--- config.mk ---
export PLATFORM = sky130hd
export DESIGN_NAME = eth_tx_ctrl_flat
export DESIGN_NICKNAME = d
export VERILOG_FILES = /design/src/rtl/eth_pkg.sv /design/src/rtl/eth_tx_ctrl_if.sv /design/src/rtl/eth_tx_mux.sv /design/src/rtl/eth_tx_ctrl.sv /design/src/flat_wrapper.sv
export SDC_FILE = /design/constraint.sdc
export NUM_CORES = 1
export LEC_CHECK = 0
export ABC_AREA = 1
export BUFFER_PORTS_ARGS = -buffer_cell sky130_fd_sc_hd__buf_4
export CAP_MARGIN = 0
export CORE_AREA = 4 4 105 107
export CTS_BUF_LIST = sky130_fd_sc_hd__clkbuf_8 sky130_fd_sc_hd__clkbuf_16
export CTS_CLUSTER_DIAMETER = 80
export DETAILED_ROUTE_END_ITERATION = 10
export DIE_AREA = 0 0 109 111
export PLACE_DENSITY = 0.87
export SETUP_SLACK_MARGIN = 0.3
export SYNTH_ARGS = -nofsm -noshare
export SYNTH_HDL_FRONTEND = slang
export SYNTH_SLANG_ARGS = --single-unit
--- constraint.sdc ---
create_clock -name clk -period 1.6 [get_ports clk]
set_input_delay 0 -clock clk [delete_from_list [all_inputs] [get_ports clk]]
set_output_delay 0 -clock clk [all_outputs]
set_load 0.005 [all_outputs]
--- src/rtl/eth_pkg.sv ---
// Shared types for the Ethernet TX controller: FSM state encoding and ARP opcodes.
package eth_pkg;

  typedef enum logic [2:0] {
    IDLE      = 3'd0,
    ARP_START = 3'd1,
    ARP_BUSY  = 3'd2,
    UDP_START = 3'd3,
    UDP_BUSY  = 3'd4,
    IFG       = 3'd5
  } state_t;

  localparam logic ARP_OP_REPLY = 1'b0;
  localparam logic ARP_OP_REQ   = 1'b1;

  // One counter covers start timeout, frame length and IFG; frame length needs 11 bits.
  localparam int CNT_W = 11;

endpackage

--- src/rtl/eth_tx_ctrl_if.sv ---
// Bundle of ARP, UDP, RGMII-side and cache signals around the TX controller.
// master = controller view, slave = surrounding blocks / environment view.
interface eth_tx_ctrl_if;
  logic        arp_req_trig;
  logic        arp_rx_done;
  logic        arp_rx_op;
  logic [47:0] pc_mac;
  logic [31:0] pc_ip;
  logic        arp_tx_en;
  logic        arp_tx_op;
  logic [7:0]  arp_tx_data;
  logic        arp_tx_valid;
  logic        udp_tx_req;
  logic        udp_tx_grant;
  logic [7:0]  udp_tx_data;
  logic        udp_tx_valid;
  logic [7:0]  eth_tx_data;
  logic        eth_tx_valid;
  logic [47:0] peer_mac;
  logic [31:0] peer_ip;
  logic        peer_valid;
  logic        timeout_err;

  modport master (
    input  arp_req_trig, arp_rx_done, arp_rx_op, pc_mac, pc_ip,
    input  arp_tx_data, arp_tx_valid,
    input  udp_tx_req, udp_tx_data, udp_tx_valid,
    output arp_tx_en, arp_tx_op, udp_tx_grant,
    output eth_tx_data, eth_tx_valid,
    output peer_mac, peer_ip, peer_valid, timeout_err
  );

  modport slave (
    output arp_req_trig, arp_rx_done, arp_rx_op, pc_mac, pc_ip,
    output arp_tx_data, arp_tx_valid,
    output udp_tx_req, udp_tx_data, udp_tx_valid,
    input  arp_tx_en, arp_tx_op, udp_tx_grant,
    input  eth_tx_data, eth_tx_valid,
    input  peer_mac, peer_ip, peer_valid, timeout_err
  );
endinterface

--- src/rtl/eth_tx_mux.sv ---
// Registered 2:1 byte mux feeding RGMII TX; one cycle latency, force_idle wins over owner.
module eth_tx_mux (
  input  logic       clk,
  input  logic       rstn,
  input  logic       owner_udp,
  input  logic       force_idle,
  input  logic [7:0] arp_data,
  input  logic       arp_valid,
  input  logic [7:0] udp_data,
  input  logic       udp_valid,
  output logic [7:0] data,
  output logic       valid
);

  always_ff @(posedge clk or negedge rstn) begin
    if (!rstn) begin
      data  <= 8'h00;
      valid <= 1'b0;
    end else if (force_idle) begin
      data  <= 8'h00;
      valid <= 1'b0;
    end else if (owner_udp) begin
      data  <= udp_data;
      valid <= udp_valid;
    end else begin
      data  <= arp_data;
      valid <= arp_valid;
    end
  end

endmodule

--- src/rtl/eth_tx_ctrl.sv ---
// ARP reply/request sequencer, peer cache and ARP/UDP arbiter for the GMII TX byte stream.
// ARP start strobe two cycles after a request arrives; data path adds one register stage.
module eth_tx_ctrl
  import eth_pkg::*;
#(
  parameter int IFG_CYCLES    = 12,
  parameter int START_TIMEOUT = 16,
  parameter int FRAME_TIMEOUT = 2047
) (
  input  logic          clk,
  input  logic          rstn,
  eth_tx_ctrl_if.master bus
);

  state_t           state, state_d;
  logic [CNT_W-1:0] cnt, cnt_d;
  logic             reply_pend, req_pend;
  logic             start_arp, abort, op_sel;
  logic             arp_tx_en_q, arp_tx_op_q, timeout_q;
  logic [47:0]      peer_mac_q;
  logic [31:0]      peer_ip_q;
  logic             peer_valid_q;
  logic             owner_udp, owner_arp;

  always_ff @(posedge clk or negedge rstn) begin
    if (!rstn) begin
      state <= IDLE;
      cnt   <= '0;
    end else begin
      state <= state_d;
      cnt   <= cnt_d;
    end
  end

  always_comb begin
    state_d   = state;
    cnt_d     = cnt + CNT_W'(1);
    start_arp = 1'b0;
    abort     = 1'b0;
    op_sel    = arp_tx_op_q;
    case (state)
      IDLE: begin
        cnt_d = '0;
        if (reply_pend) begin
          start_arp = 1'b1;
          op_sel    = ARP_OP_REPLY;
          state_d   = ARP_START;
        end else if (req_pend) begin
          start_arp = 1'b1;
          op_sel    = ARP_OP_REQ;
          state_d   = ARP_START;
        end else if (bus.udp_tx_req && peer_valid_q) begin
          state_d = UDP_START;
        end
      end
      ARP_START: begin
        if (bus.arp_tx_valid) begin
          state_d = ARP_BUSY;
          cnt_d   = CNT_W'(1);
        end else if (cnt == CNT_W'(START_TIMEOUT - 1)) begin
          abort   = 1'b1;
          state_d = IFG;
          cnt_d   = '0;
        end
      end
      ARP_BUSY: begin
        if (!bus.arp_tx_valid) begin
          state_d = IFG;
          cnt_d   = '0;
        end else if (cnt == CNT_W'(FRAME_TIMEOUT - 1)) begin
          abort   = 1'b1;
          state_d = IFG;
          cnt_d   = '0;
        end
      end
      UDP_START: begin
        if (bus.udp_tx_valid) begin
          state_d = UDP_BUSY;
          cnt_d   = CNT_W'(1);
        end else if (!bus.udp_tx_req) begin
          state_d = IFG;
          cnt_d   = '0;
        end else if (cnt == CNT_W'(START_TIMEOUT - 1)) begin
          abort   = 1'b1;
          state_d = IFG;
          cnt_d   = '0;
        end
      end
      UDP_BUSY: begin
        if (!bus.udp_tx_valid) begin
          state_d = IFG;
          cnt_d   = '0;
        end else if (cnt == CNT_W'(FRAME_TIMEOUT - 1)) begin
          abort   = 1'b1;
          state_d = IFG;
          cnt_d   = '0;
        end
      end
      IFG: begin
        if (cnt == CNT_W'(IFG_CYCLES - 1)) begin
          state_d = IDLE;
          cnt_d   = '0;
        end
      end
      default: begin
        state_d = IDLE;
        cnt_d   = '0;
      end
    endcase
  end

  // A new event in the same cycle as the strobe keeps its flag set.
  always_ff @(posedge clk or negedge rstn) begin
    if (!rstn) begin
      reply_pend <= 1'b0;
      req_pend   <= 1'b0;
    end else begin
      if (bus.arp_rx_done && bus.arp_rx_op)
        reply_pend <= 1'b1;
      else if (start_arp && op_sel == ARP_OP_REPLY)
        reply_pend <= 1'b0;
      if (bus.arp_req_trig)
        req_pend <= 1'b1;
      else if (start_arp && op_sel == ARP_OP_REQ)
        req_pend <= 1'b0;
    end
  end

  always_ff @(posedge clk or negedge rstn) begin
    if (!rstn) begin
      arp_tx_en_q  <= 1'b0;
      arp_tx_op_q  <= 1'b0;
      timeout_q    <= 1'b0;
      peer_mac_q   <= '0;
      peer_ip_q    <= '0;
      peer_valid_q <= 1'b0;
    end else begin
      arp_tx_en_q <= start_arp;
      timeout_q   <= abort;
      if (start_arp)
        arp_tx_op_q <= op_sel;
      if (bus.arp_rx_done) begin
        peer_mac_q   <= bus.pc_mac;
        peer_ip_q    <= bus.pc_ip;
        peer_valid_q <= 1'b1;
      end
    end
  end

  assign owner_udp = (state == UDP_START) || (state == UDP_BUSY);
  assign owner_arp = (state == ARP_START) || (state == ARP_BUSY);

  eth_tx_mux u_mux (
    .clk        (clk),
    .rstn       (rstn),
    .owner_udp  (owner_udp),
    .force_idle (!(owner_udp || owner_arp)),
    .arp_data   (bus.arp_tx_data),
    .arp_valid  (bus.arp_tx_valid),
    .udp_data   (bus.udp_tx_data),
    .udp_valid  (bus.udp_tx_valid),
    .data       (bus.eth_tx_data),
    .valid      (bus.eth_tx_valid)
  );

  assign bus.arp_tx_en    = arp_tx_en_q;
  assign bus.arp_tx_op    = arp_tx_op_q;
  assign bus.udp_tx_grant = owner_udp;
  assign bus.timeout_err  = timeout_q;
  assign bus.peer_mac     = peer_mac_q;
  assign bus.peer_ip      = peer_ip_q;
  assign bus.peer_valid   = peer_valid_q;

endmodule

--- src/flat_wrapper.sv ---
// flat-port wrapper written by rule: the top's interface ports become plain ports
module eth_tx_ctrl_flat import eth_pkg::*;
#(
  parameter int IFG_CYCLES    = 12,
  parameter int START_TIMEOUT = 16,
  parameter int FRAME_TIMEOUT = 2047
)
  (clk, rstn, bus_arp_req_trig, bus_arp_rx_done, bus_arp_rx_op, bus_pc_mac, bus_pc_ip, bus_arp_tx_data, bus_arp_tx_valid, bus_udp_tx_req, bus_udp_tx_data, bus_udp_tx_valid, bus_arp_tx_en, bus_arp_tx_op, bus_udp_tx_grant, bus_eth_tx_data, bus_eth_tx_valid, bus_peer_mac, bus_peer_ip, bus_peer_valid, bus_timeout_err);
  eth_tx_ctrl_if bus_i ();
  input  logic clk;
  input  logic rstn;
  input wire logic [$bits(bus_i.arp_req_trig)-1:0] bus_arp_req_trig;
  input wire logic [$bits(bus_i.arp_rx_done)-1:0] bus_arp_rx_done;
  input wire logic [$bits(bus_i.arp_rx_op)-1:0] bus_arp_rx_op;
  input wire logic [$bits(bus_i.pc_mac)-1:0] bus_pc_mac;
  input wire logic [$bits(bus_i.pc_ip)-1:0] bus_pc_ip;
  input wire logic [$bits(bus_i.arp_tx_data)-1:0] bus_arp_tx_data;
  input wire logic [$bits(bus_i.arp_tx_valid)-1:0] bus_arp_tx_valid;
  input wire logic [$bits(bus_i.udp_tx_req)-1:0] bus_udp_tx_req;
  input wire logic [$bits(bus_i.udp_tx_data)-1:0] bus_udp_tx_data;
  input wire logic [$bits(bus_i.udp_tx_valid)-1:0] bus_udp_tx_valid;
  output wire logic [$bits(bus_i.arp_tx_en)-1:0] bus_arp_tx_en;
  output wire logic [$bits(bus_i.arp_tx_op)-1:0] bus_arp_tx_op;
  output wire logic [$bits(bus_i.udp_tx_grant)-1:0] bus_udp_tx_grant;
  output wire logic [$bits(bus_i.eth_tx_data)-1:0] bus_eth_tx_data;
  output wire logic [$bits(bus_i.eth_tx_valid)-1:0] bus_eth_tx_valid;
  output wire logic [$bits(bus_i.peer_mac)-1:0] bus_peer_mac;
  output wire logic [$bits(bus_i.peer_ip)-1:0] bus_peer_ip;
  output wire logic [$bits(bus_i.peer_valid)-1:0] bus_peer_valid;
  output wire logic [$bits(bus_i.timeout_err)-1:0] bus_timeout_err;
  assign bus_i.arp_req_trig = bus_arp_req_trig;
  assign bus_i.arp_rx_done = bus_arp_rx_done;
  assign bus_i.arp_rx_op = bus_arp_rx_op;
  assign bus_i.pc_mac = bus_pc_mac;
  assign bus_i.pc_ip = bus_pc_ip;
  assign bus_i.arp_tx_data = bus_arp_tx_data;
  assign bus_i.arp_tx_valid = bus_arp_tx_valid;
  assign bus_i.udp_tx_req = bus_udp_tx_req;
  assign bus_i.udp_tx_data = bus_udp_tx_data;
  assign bus_i.udp_tx_valid = bus_udp_tx_valid;
  assign bus_arp_tx_en = bus_i.arp_tx_en;
  assign bus_arp_tx_op = bus_i.arp_tx_op;
  assign bus_udp_tx_grant = bus_i.udp_tx_grant;
  assign bus_eth_tx_data = bus_i.eth_tx_data;
  assign bus_eth_tx_valid = bus_i.eth_tx_valid;
  assign bus_peer_mac = bus_i.peer_mac;
  assign bus_peer_ip = bus_i.peer_ip;
  assign bus_peer_valid = bus_i.peer_valid;
  assign bus_timeout_err = bus_i.timeout_err;
  eth_tx_ctrl #(.IFG_CYCLES(IFG_CYCLES), .START_TIMEOUT(START_TIMEOUT), .FRAME_TIMEOUT(FRAME_TIMEOUT)) u_core (.clk(clk), .rstn(rstn), .bus(bus_i));
endmodule
# Word level (Yosys, flattened, before mapping)
# Cells that the tools add are included.
# classes
div_mod_pow,0
eq_ne,10
mux,43
n_shift,0
n_bitwise,1
order_cmp,0
n_addsub,1
n_reduce_logical,11
n_mul,0
# ops
operator,count
$mux W11,8
$pmux W11 S5,1
$mux W3,11
$eq A11 B4 Y1 const B,2
$mux W1,19
$pmux W3 S6,1
$mux W8,2
$add A11 B1 Y11 const B,1
$eq A11 B11 Y1 const B,1
$eq A3 B2 Y1 const B,2
$eq A3 B3 Y1 const B,2
$logic_and A1 B1 Y1,4
$ne A4 B1 Y1 const B,1
$pmux W1 S4,1
$reduce_bool A2 Y1,2
$eq A3 B1 Y1 const B,1
$logic_not A3 Y1,1
$logic_or A1 B1 Y1,3
$ne A2 B1 Y1 const B,1
$reduce_and A2 Y1,1
$not A1 Y1,1
# totals
romBits,0
ram_bits,0
ff_bits,109
latch_bits,0
wordCells,78
n_memories,0

# Logic depth before layout (Yosys ltp)
# Gate-level depths: netlist of the first run.
# depth
depth_word,7
ltp_mapped,10
mapped_depth_nobuf,10

# Modules after synthesis
# From an unflattened synthesis of the first run, not the netlist that was laid out.
# unflattened
cells_unflattened,578
area_unflattened_um2,4694.5
# modules_own_cells
module,area_each_um2,cells_each,instances
eth_tx_ctrl,4269.1,521,1
eth_tx_mux,425.4,57,1

# Worst setup path after synthesis of the first run
# Ideal clock, no wire load.
# synth_path
path_type,register to register
start,register u_core.cnt[0]
end,register u_core.cnt[10]
slack_ps,222
stages_incl_launch_ff,10
synth_period_minus_slack_ps,1378
setup_ps,114
path_buffers,0
t_arrival_ps,1265
cell_sequence,dfrtp_1 inv_1 ha_1 inv_1 nor2_1 nand3_1 nand2_2 nand3_4 nand2_1 inv_1
# synth_via
elab_chain_len,5
elab_cells_between_ends,13
classes_between,add/sub (1); eq/ne (3); mux (9)
# synth_lines
item,line_no,source
"start, declared",eth_tx_ctrl.sv:16,"logic [CNT_W-1:0] cnt, cnt_d;"
"start signal, assigned",eth_tx_ctrl.sv:31,cnt <= cnt_d;
$add A11 B1 Y11 / $eq A11 B4 Y1 (equally long branches),"eth_tx_ctrl.sv:37, eth_tx_ctrl.sv:60, eth_tx_ctrl.sv:83",
$mux W11,"eth_tx_ctrl.sv:60, eth_tx_ctrl.sv:83",
$mux W11,eth_tx_ctrl.sv:80,end else if (!bus.udp_tx_req) begin
$mux W11,eth_tx_ctrl.sv:77,if (bus.udp_tx_valid) begin
$pmux W11 S5 (*),eth_tx_ctrl.sv:41,case (state)
via u_core.cnt_d[10],eth_tx_ctrl.sv:16,
# The timed path passes the listed nets; every way through them passes the cells marked *.
# A chain may end at the register's enable or synchronous reset.

# Worst setup path after layout of the first run
# layout_path
start,register u_core.cnt[0]
end,register u_core.cnt[0]
# Same word-level chain as after synthesis.

==> results of run 1 <==
## registers in the layout, indices dropped and copies added (netlist names)
register / count
u_core.bus.arp_tx_en: 1
u_core.u_mux.data: 8
u_core.u_mux.valid: 1
u_core.req_pend: 1
u_core.bus.arp_tx_op: 1
u_core.bus.timeout_err: 1
u_core.reply_pend: 1
u_core.cnt: 11
u_core.bus.peer_ip: 32
u_core.bus.peer_valid: 1
u_core.state: 3
u_core.bus.peer_mac: 48
## layout make-up
type                       instances  area [um^2]  area share, %
sequential                       109         2730           34.7
clock inverter                     6         55.1          0.698
multi-input combinational        394         1830           23.2
tap                              136          170           2.16
clock buffer                      10          138           1.75
timing repair buffer             330         2790           35.4
inverter                          40          170           2.16
antenna                            1         2.50         0.0317
## cell families after synthesis
family | synth area share, %
AND/OR/NAND/NOR | 32.0
XOR/XNOR | 1.50
adder cells (fa/ha/maj) | 0.537
flip-flops | 58.5
AO/OA/AOI/OAI | 2.28
buffers and inverters | 5.13
## cell usage after synthesis (all sizes together)
master / count / area (um^2)
a2bb2oi: 1 / 8.76
o21ai: 12 / 60.1
inv: 40 / 155
a21oi: 4 / 23.8
nand4: 3 / 18.8
clkbuf: 17 / 63.8
and3: 1 / 6.26
or2: 1 / 6.26
dfrtp: 109 / 2730
ha: 2 / 25.0
o22ai: 1 / 6.26
o21bai: 1 / 7.51
nand3: 16 / 108
nor2: 36 / 179
nand2: 302 / 1150
xor2: 8 / 70.1
buf: 1 / 20.0
nor3: 5 / 25.0
## path summary, 6_finish.rpt
check                      slack, ns  cells after the start                    start                 endpoint
max                             0.05                      9            u_core.cnt[0]            u_core.cnt[0]
min                             0.02                      3          bus_arp_rx_done   u_core.bus.peer_mac[5]
max in group asynchronous       1.15                      3                     rstn            u_core.cnt[4]
min reg2reg                     0.49                      2  u_core.bus.peer_mac[33]  u_core.bus.peer_mac[33]
min in group asynchronous       0.15                      3                     rstn       u_core.u_mux.valid
max reg2reg                     0.05                      9            u_core.cnt[0]            u_core.cnt[0]
## cells in the final DEF (no fill, tap or decap), drive strengths merged
cell	count
a2bb2oi	1
o21ai	12
nand3	17
nor2	36
o21bai	1
bufinv	1
or2	1
ha	2
clkinv	1
dlygate4sd3	110
diode	1
o22ai	1
nand2	302
a21oi	4
xor2	8
inv	44
nand4	3
and3	1
nor3	5
clkbuf	10
buf	220
dfrtp	109
## metal layers
| layer | GRT usage, % | share of wire, % | up-vias |
|---|---|---|---|
| li1 | - | - | 2337 |
| met1 | 28.9 | 35 | 2437 |
| met2 | 48.2 | 53 | 259 |
| met3 | 6.93 | 7.2 | 63 |
| met4 | 13.0 | 4.4 | 0 |
| met5 | 0 | 0 | - |
## power by group through the flow
stage                     clock network [mW]  logic (mW)  registers (mW)
after floorplan                            0        1.11            3.41
after global placement                     0        2.03            3.39
after detailed placement                   0        2.09            3.41
after CTS                               1.70        2.50            3.36
after global routing                    1.80        3.15            3.45
final                                   1.68        2.90            3.41
## worst register-to-register path: cells and delay by family (launching register included)
family | cells | cell delay (ns)
flip-flops | 1 | 0.43
buffers and inverters | 1 | 0.17
AND/OR/NAND/NOR | 7 | 0.66
adder cells (fa/ha/maj) | 1 | 0.18
## what timing repair did
item | 4_1_cts | 5_1_grt
cloned | 1 | 0
resized for setup | 14 | 33
setup endpoints to repair | 26 | 26
buffers inserted | 10 | 9
pin swaps | 9 | 15
hold buffers | 110 | 0
hold endpoints to repair | 201 | 0
## stage by stage
step | cells | hold slack [ns] | area (um^2)
finish | 1026 | 0.0228 | 7890
global route | 1026 | 0.0224 | 7890
CTS | 1016 | 0.000417 | 7710
detailed placement | 879 | 0.0265 | 6290
global placement | 879 | 0.0224 | 6290
floorplan | 560 | -0.296 | 4670
==> results_dict.tcl, run 1 <==
set metrics [dict create \
    gp_congestion 0.939 \
    ys_types 27 \
    cts.sinks 109 \
    crit_chain "ha_4, nand3_4, buf_4, nor2_2, nand2_2, nand3_2, nand2_1, nand2_1, nand3_1" \
    die_w_um 109 \
    cts_tree "yes" \
    clock-root-buffer "clkbuf_8" \
    power_mw 7.99 \
    cp_max_fo 3 \
    dr.pass1.iters 5 \
    required_ns 1.85 \
    dp_hpwl_mm 8.87 \
    criticalPathCategory "register to register" \
    power_density_nw_per_um2 1010 \
    maxSlewHeadroom_pct 47.0 \
    tns_ns 0 \
    cpMaxStageDelayCell "dfrtp_1" \
    antenna_found_initial 1 \
    switchingPower_mw 2.69 \
    drive_gt1_share_pct 33.0 \
    ys_seq_area_share_pct 58.5 \
    vias_per_cell 4.97 \
    crit_path_max_incr_delay_ns 0.43 \
    insertion_delay_ns 0.37 \
    start_util_pct 46.0 \
    synth_area_per_cell_um2 8.32 \
    io-pin-count 198 \
    cap_violations 0 \
    ant_nets 0 \
    fin_util_pct 77.8 \
    yosysWarnings 0 \
    hold_viol 0 \
    status "finished, final reports clean" \
    switching_share_pct 33.7 \
    htreeDepth 3 \
    peakVddDrop_uv 715 \
    fin_ws_ns 0.0459 \
    rows 37 \
    drc 0 \
    crit_path_end_kind "register" \
    clockPowerShare_pct 21.0 \
    grtUsageTotal_pct 27.0 \
    pwr-share-seq_pct 42.7 \
    p_int_mw 5.30 \
    drtIter0Drc 363 \
    crit_top_cell "nand2_1" \
    dieHeight_um 111 \
    routedWlPerCell_um 16.2 \
    grt_pass1_wl_mm 25.6 \
    crit_buf_inv 1 \
    hold_class "primary input to register" \
    synth-seq-cells 109 \
    worstPathArrival_ns 1.81 \
    maxSlewViolCount 0 \
    vias 5096 \
    syn_inst 560 \
    period_share_pct 97.1 \
    core_area_um2 10100 \
    clockBufferDepth 2 \
    drt_wl_total_mm 16.6 \
    gr-total-overflow 0 \
    worstSetupStartpointType "register" \
    power_frac_comb_pct 36.3 \
    synth_area_um2 4660 \
    rsz0062_at_grt "true" \
    setup_viol 0 \
    grt_pass1_vias 5421 \
    pre_cts_ws_ns 0.0503 \
    numCtsBuffers 9 \
    fmax_mhz 643 \
    critical_path.top_delay_family "simple AND/OR/NAND/NOR gates" \
    power_leakage_nw 4.30 \
    nets 990 \
    syn_nets 666 \
    clk_pin_slew_worst_paths_ns 0.10 \
    io_buffers 197 \
    worst_pin_slew_ns 0.796 \
    fill_cells 565 \
    grt_max_degree 81 \
    skew_ns 0.00742 \
    period_needed_ns 1.55 \
    area_growth_pct 69.2 \
    die-area_um2 12100 \
]
No activity file was read; power rests on OpenSTA's default activity.
==> run 2: changes to the inputs <==
--- a/config.mk
+++ b/config.mk
@@ -8,12 +8,12 @@
 export ABC_AREA = 1
 export BUFFER_PORTS_ARGS = -buffer_cell sky130_fd_sc_hd__buf_4
 export CAP_MARGIN = 0
-export CORE_AREA = 4 4 105 107
-export CTS_BUF_LIST = sky130_fd_sc_hd__clkbuf_8 sky130_fd_sc_hd__clkbuf_16
+export CORE_AREA = 4 4 104 106
+export CTS_BUF_LIST = sky130_fd_sc_hd__clkbuf_16
 export CTS_CLUSTER_DIAMETER = 80
 export DETAILED_ROUTE_END_ITERATION = 10
-export DIE_AREA = 0 0 109 111
-export PLACE_DENSITY = 0.87
+export DIE_AREA = 0 0 108 110
+export PLACE_DENSITY = 0.88
 export SETUP_SLACK_MARGIN = 0.3
 export SYNTH_ARGS = -nofsm -noshare
 export SYNTH_HDL_FRONTEND = slang
==> results_dict.tcl, run 2 (same netlist as run 1, synthesis figures left out) <==
set metrics [dict create \
    period_share_pct 90.9 \
    required_ns 1.84 \
    n_antenna_cell 0 \
    crit_top_cell "nand3_4" \
    grtUsageTotal_pct 29.3 \
    maxSlewViolCount 0 \
    worstSetupStartpointType "register" \
    hold_class "primary input to register" \
    insertion_delay_ns 0.35 \
    crit_chain "ha_4, nand3_4, inv_4, nand4_1, nand2_2, nand3_4, nand2_1, inv_1" \
    die-area_um2 11900 \
    dp.cells 876 \
    reg2reg_slack_ns 0.14 \
    gr-total-overflow 0 \
    dieHeight_um 110 \
    core_area_um2 9770 \
    crit_buf_inv 2 \
    ant_nets 0 \
    routedWlPerCell_um 17.6 \
    fmax_mhz 687 \
    cts_tree "yes" \
    r2r-end "u_core.cnt[10]" \
    dp_hpwl_mm 9.46 \
    clk_pin_slew_worst_paths_ns 0.07 \
    gp_congestion 0.923 \
    final_common_cell "nand2_1" \
    antenna_found_initial 0 \
    drtIter0Drc 402 \
    numCtsBuffers 9 \
    cpMaxStageDelayCell "dfrtp_2" \
    dpl_cell_area_um2 6310 \
    largest_register_ffs 48 \
    hold_path.startpoint "bus_arp_rx_done" \
    skew_ns 0.00260 \
    worstPathArrival_ns 1.70 \
    dr.pass1.iters 6 \
    grt_max_degree 81 \
    crit_path_max_incr_delay_ns 0.41 \
    critical_path.top_delay_family "simple AND/OR/NAND/NOR gates" \
    io_buffers 197 \
    period_needed_ns 1.46 \
    status "finished, final reports clean" \
    power_leakage_nw 4.36 \
    rows 36 \
    clockBufferDepth 2 \
    fin_ws_ns 0.145 \
    cap_violations 0 \
    reg2reg_from "u_core.cnt[0]" \
    reg2reg_depth 8 \
    hold_viol 0 \
    area_growth_pct 71.8 \
    stdcell_area_um2 8010 \
    ff_latch_area_um2 2740 \
    crit_start "u_core.cnt[0]" \
    vias_per_cell 5.13 \
    criticalPathCategory "register to register" \
    drive_gt1_share_pct 34.9 \
    grt_pass1_wl_mm 26.9 \
    vias 5241 \
    fin_util_pct 81.9 \
    min_to "u_core.bus.peer_ip[8]" \
    power_density_nw_per_um2 1060 \
    clock-root-buffer "clkbuf_16" \
    drc 0 \
    cp_max_fo 5 \
    rsz0062_at_grt "true" \
    multi_input_area_um2 1890 \
    grt_pass1_vias 5488 \
    tns_ns 0 \
    nets 990 \
    start_util_pct 47.7 \
    final_cell_mix "288 x nand2_1, 222 x buf_4, 101 x dlygate4sd3_1, 101 x dfrtp_1, 30 x inv_1" \
    whs_path_depth 3 \
    io-pin-count 198 \
    die_w_um 108 \
    drt_wl_total_mm 18.0 \
    crit_path_end_kind "register" \
    maxSlewHeadroom_pct 63.3 \
    fill_cells 466 \
    pre_cts_ws_ns 0.0331 \
    cts.sinks 109 \
    peakVddDrop_uv 735 \
    htreeDepth 3 \
    setup_viol 0 \
    worst_pin_slew_ns 0.550 \
    fin_cells 1022 \
]
==> run 2: area by class of cell <==
type / count / area share [%]
flip-flops and latches: 109 / 34.2
clock inverters: 7 / 0.422
multi-input cells: 394 / 23.6
clock buffers: 9 / 2.81
well taps: 133 / 2.08
inverters: 40 / 2.09
repair buffers: 330 / 34.9
==> run 2: per-layer routing <==
metal  global-route usage (%)  up-vias  part of all wire (%)
met2                     52.5      328                    52
met4                     12.7        0                   3.8
met3                     7.34       75                   8.8
met1                     33.4     2501                    35
met5                        0        -                     0
li1                         -     2337                     -
==> run 2: what timing repair did <==
| action | in CTS | in global routing |
|---|---|---|
| endpoints found under the setup margin | 26 | 26 |
| pin swaps | 16 | 17 |
| cloned | 1 | 0 |
| hold buffers | 101 | 0 |
| gates resized for setup | 26 | 40 |
| hold endpoints to repair | 128 | 0 |
| setup buffers | 13 | 15 |
==> run 2: worst min-delay path: cells and delay by family <==
kind,cells,cell delay (ns)
and+or+nand+nor,2,0.13
buffers and inverters,1,0.19
==> run 2: worst max-delay path by stage <==
| stage | to | cells past startpoint |
|---|---|---|
| after floorplan | u_core.cnt[10] | 9 |
| after global placement | u_core.cnt[10] | 9 |
| after detailed placement | u_core.cnt[10] | 9 |
| after CTS | bus_udp_tx_grant | 6 |
| after global routing | u_core.cnt[4] | 6 |
| final | u_core.cnt[10] | 8 |
==> run 2: power breakdown <==
part,switching [mW],internal (mW)
clock network,0.948,1.03
registers,0.293,3.14
logic,1.60,1.50
total,2.85,5.67
==> run 2: through the flow <==
stage | hold WS (ns) | total power, mW
2_1_floorplan | -0.296 | 4.52
3_3_place_gp | 0.0216 | 5.42
3_5_place_dp | 0.0225 | 5.51
4_1_cts | 0.0104 | 7.96
5_1_grt | 0.0210 | 8.90
6_report | 0.0132 | 8.52
